===== src/rtl/an_decoder_hl.sv =====
// AN-code (A=29) decoder correcting one high-to-low bit error; optional err_pos/residue ports under ANDEC_ERRPOS_EN.
// Latency: 2 cycles, one word per cycle. Backpressure: none, out_valid is in_valid delayed by 2.
// Outputs hold their last values between valid words.
module an_decoder_hl #(
    parameter int A    = 29,
    parameter int CW_W = 28,
    parameter int N_W  = 23
) (
    input  logic            clk,
    input  logic            rst_n,
    input  logic            in_valid,
    input  logic [CW_W-1:0] an_in,
    output logic            out_valid,
    output logic [N_W-1:0]  n_out,
    output logic            err_det,
    output logic            err_uncorr
`ifdef ANDEC_ERRPOS_EN
    ,
    output logic [4:0]      err_pos,
    output logic [4:0]      residue
`endif
);

    localparam int RW = $clog2(A);
    localparam int IW = $clog2(CW_W);
    localparam logic [RW:0]     A_EXT = (RW+1)'(A);
    localparam logic [CW_W-1:0] CMAX  = CW_W'(longint'(A) * ((longint'(1) << N_W) - 1));

    // Serial shift-and-subtract reduction; the constant modulus keeps each step a compare/subtract.
    function automatic logic [RW-1:0] mod_a(input logic [CW_W-1:0] x);
        logic [RW:0] r;
        r = '0;
        for (int k = CW_W - 1; k >= 0; k--) begin
            r = {r[RW-1:0], x[k]};
            if (r >= A_EXT) r = r - A_EXT;
        end
        return r[RW-1:0];
    endfunction

    // (-2^i) mod A: the residue a lost 1 at bit i leaves behind.
    function automatic logic [RW-1:0] neg_pow2(input int i);
        int p;
        p = 1 % A;
        for (int k = 0; k < i; k++) begin
            p = 2 * p;
            if (p >= A) p -= A;
        end
        return RW'((A - p) % A);
    endfunction

    // Newton iteration for A^-1 mod 2^N_W, doubling correct bits each pass.
    function automatic logic [N_W-1:0] inv_a();
        logic [N_W-1:0] a, x;
        a = N_W'(A);
        x = a;
        for (int k = 0; k < 6; k++) x = x * (N_W'(2) - a * x);
        return x;
    endfunction

    localparam logic [N_W-1:0] AINV = inv_a();

    logic            s1_vld;
    logic [CW_W-1:0] s1_an;
    logic [RW-1:0]   s1_res;

    always_ff @(posedge clk or negedge rst_n) begin
        if (!rst_n) begin
            s1_vld <= 1'b0;
            s1_an  <= '0;
            s1_res <= '0;
        end else begin
            s1_vld <= in_valid;
            if (in_valid) begin
                s1_an  <= an_in;
                s1_res <= mod_a(an_in);
            end
        end
    end

    logic [IW-1:0]   idx;
    logic [CW_W-1:0] c_word;
    logic            det;
    logic            unc;
    logic [N_W-1:0]  quot;

    always_comb begin
        idx    = '0;
        c_word = s1_an;
        det    = (s1_res != '0);
        unc    = 1'b0;
        quot   = '0;
        if (det) begin
            for (int i = 0; i < CW_W; i++) begin
                if (s1_res == neg_pow2(i)) idx = IW'(i);
            end
            // A set bit at the flagged position means the error was not a lost 1.
            if (s1_an[idx]) unc = 1'b1;
            else            c_word = s1_an | (CW_W'(1) << idx);
        end
        if (c_word > CMAX) unc = 1'b1;
        // Exact division: only the low N_W bits of C affect the low N_W quotient bits.
        quot = c_word[N_W-1:0] * AINV;
    end

    logic [IW-1:0] pos_q;
    logic [RW-1:0] res_q;

    always_ff @(posedge clk or negedge rst_n) begin
        if (!rst_n) begin
            out_valid  <= 1'b0;
            n_out      <= '0;
            err_det    <= 1'b0;
            err_uncorr <= 1'b0;
            pos_q      <= '0;
            res_q      <= '0;
        end else begin
            out_valid <= s1_vld;
            if (s1_vld) begin
                n_out      <= quot;
                err_det    <= det;
                err_uncorr <= unc;
                pos_q      <= idx;
                res_q      <= s1_res;
            end
        end
    end

`ifdef ANDEC_ERRPOS_EN
    assign err_pos = 5'(pos_q);
    assign residue = 5'(res_q);
`else
    logic unused_dbg;
    assign unused_dbg = ^{pos_q, res_q};
`endif

endmodule


===== config.mk =====
export PLATFORM = sky130hd
export DESIGN_NAME = an_decoder_hl
export DESIGN_NICKNAME = d
export VERILOG_FILES = /design/src/rtl/an_decoder_hl.sv
export SDC_FILE = /design/constraint.sdc
export NUM_CORES = 1
export LEC_CHECK = 0
export BUFFER_PORTS_ARGS = -buffer_cell sky130_fd_sc_hd__buf_2
export CAP_MARGIN = 20
export CORE_ASPECT_RATIO = 0.7
export CORE_MARGIN = 2
export CORE_UTILIZATION = 60
export DETAILED_ROUTE_END_ITERATION = 8
export PLACE_DENSITY = 0.78
export SKIP_CTS_REPAIR_TIMING = 1
export SYNTH_ARGS = -nofsm -noshare
export SYNTH_HDL_FRONTEND = slang
export SYNTH_SLANG_ARGS = --single-unit

===== constraint.sdc =====
create_clock -name clk -period 19.46 [get_ports clk]
set_clock_uncertainty 0.1 [all_clocks]
set_input_delay 5.838 -clock clk [delete_from_list [all_inputs] [get_ports clk]]
set_output_delay 5.838 -clock clk [all_outputs]
set_load 0.05 [all_outputs]

# Word-level counts from Yosys, hierarchy flattened
# Cells that the tools add are included.
# word_totals
reg_bits	60
input_bits	31
out_inout_bits	26
word_cells	305
# op_classes
addsub	69
multipliers	1
n_div	23
n_lt_le_gt_ge	48
n_eq_ne	27
shift	1
muxes	127
bitwise	1
n_reduce_logical	1
# ops
op	n
two-way mux 32 bit	45
remainder unit 32 x 6 -> 32 bit, second input constant	23
subtractor 6 x 32 -> 32 bit, first input constant	23
>= comparator 32 x 6 -> 1 bit, second input constant	22
subtractor 32 x 6 -> 32 bit, second input constant	22
two-way mux 5 bit	74
>= comparator 6 x 5 -> 1 bit, second input constant	23
subtractor 5 bit, second input constant	24
== test 5 bit	23
two-way mux 28 bit	2
> comparator 28 bit, second input constant	1
OR 28 bit	1
left shift 1 x 5 -> 28 bit, first input constant	1
multiplier 23 x 21 -> 23 bit, second input constant	1
== test 5 bit, second input constant	3
less-than comparator 5 x 6 -> 1 bit, second input constant	1
binary-select mux 1 bit (select 5 bit)	1
== test 5 x 4 -> 1 bit, second input constant	1
>= comparator 5 bit, second input constant	1
two-way mux 1 bit	5
nonzero test 5 bit	1

# Depth between registers and ports, before layout
# logic_depth
depth_word	79
mapped_depth	115
mapped_depth_nobuf	105

# Least setup slack after synthesis
# OpenSTA, ideal clock, no wires.
# synth_timing
path_type	input -> register
start	input port an_in[24]
end	register s1_res[3]
setup_ps	69
arrival_ps	27909
required_time_ps	19291
setup_slack_ps	-8619
cell_stages	107
path_buffers	8
path_cell_list	buf_2 inv_1 ha_1 nor2_1 nor3_1 a21oi_1 ha_1 nand2b_1 a41o_1 and2_2 mux2i_4 nand3_1 a31oi_1 ha_1 clkbuf_1 inv_1 xnor3_1 or3_1 [... 71 more ...] nor2_1 nor3_4 a21oi_4 mux2i_1 o41a_1 xor2_1 ha_1 nor3_1 a211oi_1 o211ai_1 a21o_1 a41oi_1 xor2_1 ha_1 nand2b_1 nand4_2 a2111oi_0 nand3b_1
# synth_via
elab_chain_len	71
word_cells_on_any_way	95
cone_classes	add/sub: 24; order compare: 24; mux: 47
# synth_rtl
item	line	text
from (decl)	12	input logic [CW_W-1:0] an_in,
subtractor 5 bit / >= comparator 5 bit (equally long branches)	35	if (r >= A_EXT) r = r - A_EXT;
two-way mux 5 bit (*)	35	
two-way mux 5 bit (*)	73	if (in_valid) begin
subtractor 5 bit / >= comparator 6 x 5 -> 1 bit (equally long branches)	35	
two-way mux 5 bit (*)	35	
two-way mux 5 bit (*)	73	
subtractor 5 bit / >= comparator 6 x 5 -> 1 bit (equally long branches)	35	
two-way mux 5 bit (*)	35	
[... 55 more ...]	--	
subtractor 5 bit / >= comparator 6 x 5 -> 1 bit (equally long branches)	35	
two-way mux 5 bit (*)	35	
two-way mux 5 bit (*)	73	
>= comparator 6 x 5 -> 1 bit / subtractor 5 bit (equally long branches)	35	
two-way mux 5 bit (*)	35	
two-way mux 5 bit (*)	73	
subtractor 5 bit / >= comparator 6 x 5 -> 1 bit (equally long branches)	35	
two-way mux 5 bit (*)	35	
to (signal assigned)	75	s1_res <= mod_a(an_in);
to (decl)	64	logic [RW-1:0] s1_res;
# Every way passes the cells marked *; elsewhere a longest branch is shown, timed or not. The select of a mux whose other input is x is not followed.
# A chain may end at the register's enable or synchronous reset.

# Worst setup path in the final report
# Same ends and word-level chain as after synthesis.

==> results.txt <==
CTS Buf Count: 9
gr ovfl total: 0
Worst-Skew Late Latency: 350 ps
Worst Hold Endpoint: n_out[3]
reg-to-reg critical path endpoint: n_out[22]
port bufs: 56
final cell count without fillers: 2,188
Top Layer Used: met4
initial core utilization: 0.6124
Post-Place Cells: 2,136
total clock sinks: 60
Longest Clk Path Bufs: 2
HP Class: flip-flop to flip-flop
crit start category: input pin
Root Buffer: clkbuf_16
async set or reset register ratio after synthesis: 1.000
reg-to-reg slack, setup: 8730 ps
crit share post-route: 1.261
Yosys top cell area share: 0.1620
crit end category: flip-flop
post-synth top area cell: ha_1
flops & latches, synth: 60
vias per cell: 6.431
Cell Area, Synth: 12,740 um2
initial antenna violation count: 0
antenna cells: 0
Total Wirelength: 43,270 um
height of the die: 125.9 um
cell mode on critical path: ha_4
die area: 22,440 um2
vias in the first global route: 13,620
Synth Net Count: 1,766
maxcap violations: 0
GRT Total Usage: 0.3617
Initial DRC Count: 1,721
Worst-Margin Slew: 864.7 ps
syn avg cell area: 8.446 um2
area of the multi-input gates: 11,090 um2
fin worst setup slack: -5074 ps
Max Fclk: 40.76 MHz
layout cells sized above 1: 0.3719
top-count cell post-synth: inv_1
global-route wire length before repair: 66,270 um
hold path start: n_out[3]
Post-Route M1 WL: 17,920 um
top cells by count, synth: inv_1, ha_1, nor2_1, a21oi_1, nand2_1
Detail Placement HPWL: 31,010 um
final hold vios: 0
clk slew on worst S/H paths: 60 ps
pins over their slew limit: 0
num rows: 44
status: complete, but fails checks
CTS tree: yes
failing checks: negative setup slack
DRC violations left: 0
Antenna Violating Nets Remaining: 0
fill cell total of the finished layout: 1,168
DP Worst Slack: -5610 ps
largest net degree at the start of global routing: 61
routed len/inst: 19.77 um
top_reg_cell synth: dfrtp_1
Die W: 178.2 um
Register Area: 1501 um2
P&R area growth vs syn: 35.25%
met3 wire len: 3717 um
worst endpoint required time: 19,630 ps
number of flops mapped to enable cells by yosys: 0
Slew headroom: 0.4235
1st-pass router iterations: 8
nets@finish: 2,164
beginning of the critical path: an_in[24]
RR Startpoint: s1_res[0]
arrival time worst endpoint: 24,710 ps
crit path kind: input pin to flip-flop
CP max-delay cell: o41a_1
CP peak stage delay: 490 ps
Worst Path Max Fanout: 6
RSZ-0062 raised after global routing: true
Seq/Total Area, Yosys: 0.1178
Reg2Reg Depth: 36
minimum clock period: 24,530 ps
synth top area cells: ha_1, dfrtp_1, fa_1
Cells after Synth: 1,509
via count: 14,070
WL met2: 19,540 um
io pins: 57
synth warn: 0
htree depth: 3
final setup vio count: 5
worst hold stages: 1
gpl congestion: 0.9767
Netlist cell types: 122
core region area: 20,810 um2
## critical path, delay by kind of cell
kind	cells	cell delay (ps)
AO/OA/AOI/OAI	37	7310
XOR/XNOR	8	1450
buffers and inverters	13	1230
AND/OR/NAND/NOR	31	4690
multiplexers	6	1630
adder cells (fa/ha/maj)	14	2530
## cell type report
class | instances | share of cell area
clock inverters | 7 | 0.005734
flip-flops and latches | 60 | 0.08710
multi-input cells | 1195 | 0.6432
well taps | 276 | 0.02003
repair buffers | 439 | 0.1861
clock buffers | 9 | 0.01307
inverters | 202 | 0.04471
## cells by family (layout without fill, tap and decap cells)
kind of cell               count (synthesis)  in the layout  synth area share
AOI/OAI and AO/OA                        425            425            0.2535
xor gates and xnor gates                  64             64           0.04732
adders and majority gates                227            227            0.2586
buffers and inverters                    254            657           0.07913
DFF                                       60             60            0.1178
muxes                                     92             92           0.08178
and+or+nand+nor                          387            387            0.1619
## per-stage QoR
step           instance area [um2]  TNS (ps)    util  hold WS (ps)
2_1_floorplan                13220    -30700       -         288.8
3_3_place_gp                 16130    -22770  0.7750         383.3
3_5_place_dp                 16130    -27300  0.7750         393.9
4_1_cts                      16450    -26720  0.7906         407.5
5_1_grt                      17240    -28890  0.8283         418.7
6_report                     17240    -25010  0.8283         405.7
## routing by layer
metal,track usage,up-vias
met5,0,-
met4,0.1396,0
met3,0.07458,223
met2,0.5793,815
met1,0.4807,6710
li1,-,6322
## cells in the final DEF, fill, tap and decap left out, drive strengths merged, types with 20 or more instances in the layout
master / count
a21oi: 82
nand3: 35
inv: 203
xnor2: 53
mux2: 65
buf: 439
nor3: 45
mux2i: 27
dfrtp: 60
ha: 165
o21ai: 50
and2: 20
a21o: 27
a211oi: 20
nor2: 95
nand2: 77
fa: 61
o211ai: 21
## worst max path at each step
stage	end	slack, ps	cells past startpoint
5_1_grt	s1_res[3]	-5830	109
2_1_floorplan	s1_res[3]	-6210	110
6_report	s1_res[3]	-5070	109
3_3_place_gp	s1_res[3]	-4620	105
4_1_cts	s1_res[3]	-5510	105
3_5_place_dp	s1_res[3]	-5610	104
## state kept, by name (all words and copies together), names as in the netlist
| signal | cells |
|---|---|
| s1_an | 28 |
| n_out | 23 |
| s1_res | 5 |
| err_det | 1 |
| err_uncorr | 1 |
| out_valid | 1 |
| s1_vld | 1 |
Power is left out: the tool's default activity adds up to more than one toggle a clock period on the data nets, which glitch-free logic cannot reach.
